File: src/rtl/serial_subtractor.sv
// Bit-serial unsigned subtractor: diff = a - b, one bit per clock, LSB first.
// A single borrow flop carries between bit steps; diff/borrow are registered
// and only change at completion or reset.
module serial_subtractor #(
  parameter int WIDTH = 8
) (
  input  logic             clk,
  input  logic             rst,
  input  logic             start,
  input  logic [WIDTH-1:0] a,
  input  logic [WIDTH-1:0] b,
  output logic             busy,
  output logic             done,
  output logic [WIDTH-1:0] diff,
  output logic             borrow
);

  localparam int CNT_W = (WIDTH > 2) ? $clog2(WIDTH) : 1;
  localparam logic [CNT_W-1:0] LAST_CNT = CNT_W'(WIDTH - 1);

  typedef enum logic [1:0] {
    S_IDLE = 2'd0,
    S_BUSY = 2'd1,
    S_DONE = 2'd2
  } state_t;

  state_t             r_state;
  state_t             w_state_next;
  logic [WIDTH-1:0]   r_a_sr;
  logic [WIDTH-1:0]   r_b_sr;
  logic [WIDTH-1:0]   r_res_sr;
  logic               r_br;
  logic [CNT_W-1:0]   r_cnt;
  logic [WIDTH-1:0]   r_diff;
  logic               r_borrow;

  logic               w_accept;
  logic               w_step;
  logic               w_last;
  logic               w_ai;
  logic               w_bi;
  logic               w_d;
  logic               w_br_next;
  logic [WIDTH-1:0]   w_res_next;

  // Full-subtractor bit step on the current LSBs and the carried borrow.
  assign w_ai       = r_a_sr[0];
  assign w_bi       = r_b_sr[0];
  assign w_d        = w_ai ^ w_bi ^ r_br;
  assign w_br_next  = (~w_ai & w_bi) | (~(w_ai ^ w_bi) & r_br);
  assign w_res_next = {w_d, r_res_sr[WIDTH-1:1]};

  // State register.
  always_ff @(posedge clk) begin
    if (rst) begin
      r_state <= S_IDLE;
    end else begin
      r_state <= w_state_next;
    end
  end

  // Next-state logic and control decodes; start is only honoured outside BUSY.
  always_comb begin
    w_state_next = r_state;
    w_accept     = 1'b0;
    w_step       = 1'b0;
    w_last       = 1'b0;
    busy         = 1'b0;
    done         = 1'b0;
    case (r_state)
      S_IDLE: begin
        if (start) begin
          w_accept     = 1'b1;
          w_state_next = S_BUSY;
        end
      end
      S_BUSY: begin
        busy   = 1'b1;
        w_step = 1'b1;
        if (r_cnt == LAST_CNT) begin
          w_last       = 1'b1;
          w_state_next = S_DONE;
        end
      end
      S_DONE: begin
        done = 1'b1;
        if (start) begin
          w_accept     = 1'b1;
          w_state_next = S_BUSY;
        end else begin
          w_state_next = S_IDLE;
        end
      end
      default: begin
        w_state_next = S_IDLE;
      end
    endcase
  end

  // Serial datapath: load on accept, shift one bit per BUSY edge.
  always_ff @(posedge clk) begin
    if (rst) begin
      r_a_sr   <= '0;
      r_b_sr   <= '0;
      r_res_sr <= '0;
      r_br     <= 1'b0;
      r_cnt    <= '0;
    end else if (w_accept) begin
      r_a_sr   <= a;
      r_b_sr   <= b;
      r_res_sr <= '0;
      r_br     <= 1'b0;
      r_cnt    <= '0;
    end else if (w_step) begin
      r_a_sr   <= {1'b0, r_a_sr[WIDTH-1:1]};
      r_b_sr   <= {1'b0, r_b_sr[WIDTH-1:1]};
      r_res_sr <= w_res_next;
      r_br     <= w_br_next;
      r_cnt    <= r_cnt + 1'b1;
    end
  end

  // Result registers: updated only when the final bit is processed.
  always_ff @(posedge clk) begin
    if (rst) begin
      r_diff   <= '0;
      r_borrow <= 1'b0;
    end else if (w_last) begin
      r_diff   <= w_res_next;
      r_borrow <= w_br_next;
    end
  end

  assign diff   = r_diff;
  assign borrow = r_borrow;

endmodule

File: config.mk
export PLATFORM = sky130hd
export DESIGN_NAME = serial_subtractor
export DESIGN_NICKNAME = d
export VERILOG_FILES = /design/src/rtl/serial_subtractor.sv
export SDC_FILE = /design/constraint.sdc
export NUM_CORES = 1
export LEC_CHECK = 0
export BUFFER_PORTS_ARGS = -buffer_cell sky130_fd_sc_hd__buf_2
export CAP_MARGIN = 20
export CORE_UTILIZATION = 38
export CTS_CLUSTER_DIAMETER = 120
export DETAILED_ROUTE_END_ITERATION = 6
export GPL_ROUTABILITY_DRIVEN = 0
export SLEW_MARGIN = 20
export SYNTH_ARGS = -nofsm -noshare
export SYNTH_HDL_FRONTEND = slang
export SYNTH_SLANG_ARGS = --single-unit
export TNS_END_PERCENT = 50
File: constraint.sdc
create_clock -name clk -period 2 [get_ports clk]
set_clock_uncertainty 0.2 [all_clocks]
set_input_delay 0.1 -clock clk [delete_from_list [all_inputs] [get_ports clk]]
set_output_delay 0.1 -clock clk [all_outputs]
set_load 0.02 [all_outputs]
# == After elaboration in Yosys (flattened, before gate mapping) ==
# Index checks and enable logic that the tools add are counted.
# word_totals
reg_bits,39
input_bits,19
output_inout_bits,11
elab_cells,40
# classes
add_sub_neg,1
n_eq_ne,5
muxes,14
bitwise_logic,7
n_reduce_logical,5
# ops
cell,count
$mux 8,4
$mux 1,7
$pmux 2 s3,1
$mux 2,2
$ne 2x2->1 const B,2
$reduce_or 2->1,2
$add 3x1->3 const B,1
$eq 3x3->1 const B,1
$and 1x1->1,2
$eq 2x1->1 const B,1
$eq 2x2->1 const B,1
$logic_not 2->1,1
$not 1->1,2
$reduce_and 2->1,1
$reduce_bool 2->1,1
$xor 1x1->1,2
$or 1x1->1,1

# == Depth between registers and ports, before layout ==
# logic_depth
ltp_word,4
ltp_mapped,6
ltp_nobuf,5

# == Worst setup path after synthesis ==
# Ideal clock, no wire load.
# synth_path
path_kind,register to register
startpoint,register r_cnt[0]
endpoint,register r_state[0]
setup_ns,0.128
t_arrival_ns,1.111
required_time_ns,1.672
setup_slack_ns,0.562
stages_incl_launch_ff,6
path_buffers,1
period_less_slack_ns,1.438
path_cell_list,dfxtp_1 > ha_1 > ha_1 > buf_1 > o21a_1 > nor2_1
# synth_via
elab_chain_len,3
# synth_rtl
item,line,rtl
from (decl),33,logic [CNT_W-1:0] r_cnt;
from (signal assigned),119,r_cnt <= r_cnt + 1'b1;
$eq 3x3->1,80,if (r_cnt == LAST_CNT) begin
$ne 2x2->1 (no source line),-,
$reduce_and 2->1 (no source line),-,
to (signal assigned),58,r_state <= w_state_next;
to (decl),27,state_t r_state;
# No other way between the ends.
# A chain may end at the register's enable or synchronous reset.

# == Final worst setup path ==
# layout_path
startpoint,register r_state[0]
endpoint,output port busy
# layout_via
elab_chain_len,2
# layout_rtl
item,line,rtl
$eq 2x1->1,70,case (r_state)
$mux 1,70,
to (decl),12,"output logic busy,"
# No other way between the ends.

==> flow_summary.yaml <==
clock_network:
  cts_setup_buffers: 0
  cts.sinks: 38
  ctsResizeCount: 0
  clock_latency_ns: 0.28
  clkTransAtPathRegs_ns: 0.07
  cts_tree: "yes"
  root_buffer: "clkbuf_8"
  cts_buffer_depth: 2
  cts_hold_buf: 16
  cts_made_buffers: 5
  htreeDepth: 2
synth:
  netlist_instances: 172
  yosys_warnings: 0
  synth_area_leaders: "dfxtp_1 (49%), nand2_1 (7.5%), a21oi_1 (6.8%), nor3_1 (6.2%), o22ai_1 (4.1%)"
  synth_top_area_frac: 0.493
  syn-num-nets: 194
  synth-seq-cells: 38
  synth.largest_area_cell: "dfxtp_1"
  ys_types: 29
  synth_area_per_cell_sq_um: 8.97
  yosysSeqAreaShare: 0.493
  synth_area_sq_mm: 0.00154
sta:
  worst_pin_slew_ns: 0.498
  fin_tns_setup_ns: 0
  max_freq_mhz: 598
  rsz0062_at_grt: "false"
  fin_crit_ns: 1.67
  setup_viol: 0
  slew_viol_final: 0
  finalCritPeriodShare: 0.836
  finalHoldViolCount: 0
  relSlewSlack: 0.668
die:
  core_area_sq_mm: 0.00377
  dieArea_sq_mm: 0.00432
  top_level_ports: 30
  start_util: 0.409
  num_rows: 22
  dieHeight_um: 65.7
  die_w_um: 65.7
setup_path:
  slowest_delay_ns: 0.42
  cp-start-kind: "flip-flop"
  r2r_slack_ns: 0.41
  cp.required_ns: 1.70
  path_class: "flip-flop to output pin"
  critPathMaxFanout: 37
  cp_slowest_cell: "dfxtp_1"
  path_cells: "nand2b_1, inv_6, buf_2"
  critPathArrivalTime_ns: 1.37
  end_kind: "output pin"
grt:
  grtUsageTotal: 0.182
  grt_pass1_wl_um: 5800
  antenna_found_initial: 0
  first_global_vias: 1232
  grt_max_degree: 38
  grt_overflow: 0
finish:
  final_common_cell: "dfxtp_1"
  design_area_sq_mm: 0.00192
  nets: 236
  drive_above_1_share: 0.214
  n_antenna_cell: 0
  area_growth_pct: 24.5
  multi_input_area_sq_um: 657
  nFillCells: 331
  seqCellArea_sq_um: 761
  final_cell_mix: "dfxtp_1 (38), nand2_1 (31), buf_2 (29), a21oi_1 (21), nor3_1 (19)"
power:
  combPwrFrac: 0.133
  p_switching_w: 0.000384
  p_seq_frac: 0.526
  peakVddDrop_mv: 0.346
  p_int_w: 0.00116
  p_leak_nw: 0.742
  p_clk_frac: 0.341
  power_density_mw_per_mm2: 805
  p_sw_frac: 0.248
detailed_routing:
  routed_via_density: 5.11
  wl_per_cell_um: 13.0
  drtPass1Iterations: 4
  detail-route-antenna-nets: 0
  drc_errors: 0
  dr.first_iter.drc_count: 83
  num_vias: 1343
  wl_um: 3430
placement:
  dpl_cell_area_sq_mm: 0.00167
  io_buffers: 29
  dp_hpwl_um: 2150
worst_hold_path:
  hold_path.class: "input pin to flip-flop"
run_status:
  outcome: "finished, final reports clean"
job:
  drv_cap: 0
metrics by stage:
stage          std cells  utilization  total power [W]  hold WS (ns)  worst slack [ns]
6_report             263        0.509          0.00155         0.107             0.328
5_1_grt              263        0.509          0.00163         0.118             0.233
4_1_cts              263        0.509          0.00156        0.0936             0.323
3_5_place_dp         239        0.443          0.00101         0.164             0.402
3_3_place_gp         239        0.443          0.00100         0.145             0.407
2_1_floorplan        172            -         0.000981        0.0360             0.562
synth_stat cells:
library cell / instances
a211oi_2: 1
mux2i_1: 1
o21a_1: 1
and2b_1: 1
buf_2: 3
nor2b_1: 1
xnor2_1: 1
a21oi_1: 21
dfxtp_1: 38
buf_8: 1
ha_1: 2
nand2_1: 31
clkbuf_1: 3
buf_4: 1
nand2b_1: 2
nand2b_4: 1
o22ai_1: 10
nor3_1: 19
nand3_1: 11
a311oi_1: 1
inv_6: 1
inv_1: 2
nand3b_1: 1
buf_1: 1
fa_1: 1
buf_6: 5
a311oi_2: 3
a22oi_1: 2
nor2_1: 6
power by group through the flow:
stage / logic [W] / clock network [W] / registers (W)
global placement: 0.000176 / 0 / 0.000829
CTS: 0.000207 / 0.000542 / 0.000813
global route: 0.000229 / 0.000587 / 0.000817
detailed placement: 0.000183 / 0 / 0.000830
floorplan: 0.000156 / 0 / 0.000825
finish: 0.000206 / 0.000528 / 0.000813
flip-flops by register name, indices dropped and copies added, names as in the netlist:
name,count
r_a_sr,8
r_res_sr,7
diff,8
r_br,1
borrow,1
r_b_sr,8
r_cnt,3
r_state,2
logic make-up after synthesis:
logic type	share of synthesized area
flops	0.493
simple gates	0.218
buf+inv	0.0811
mux	0.00649
compound gates	0.166
xor+xnor	0.00568
fa+ha+maj	0.0292
per-layer routing:
| metal | track usage | share of wire | vias up |
|---|---|---|---|
| li1 | - | - | 682 |
| met1 | 0.227 | 0.46 | 631 |
| met2 | 0.284 | 0.48 | 23 |
| met3 | 0.0538 | 0.039 | 7 |
| met4 | 0.0842 | 0.018 | 0 |
| met5 | 0 | 0 | - |
worst paths after layout:
path / startpoint / cells past startpoint / to
hold reg to reg: diff[6]$_SDFFE_PP0P_ / 2 / diff[6]$_SDFFE_PP0P_
setup / recovery: r_state[0]$_SDFFE_PP0P_ / 3 / busy
hold / removal: rst / 3 / r_state[0]$_SDFFE_PP0P_
setup reg to reg: r_state[0]$_SDFFE_PP0P_ / 3 / r_br$_SDFFE_PP0P_
layout make-up:
| class | count | share of cell area |
|---|---|---|
| multi-input combinational | 117 | 0.342 |
| clock buffer | 7 | 0.0450 |
| timing repair buffer | 49 | 0.175 |
| tap | 48 | 0.0313 |
| sequential | 38 | 0.396 |
| inverter | 3 | 0.00847 |
| clock inverter | 1 | 0.00261 |
worst max-delay path, delay by kind of cell, from the launching register on:
family | cells | cell delay, ns
buffers and inverters | 2 | 0.49
flip-flops | 1 | 0.42
AND/OR/NAND/NOR | 1 | 0.17
(Power assumes the default switching activity.)
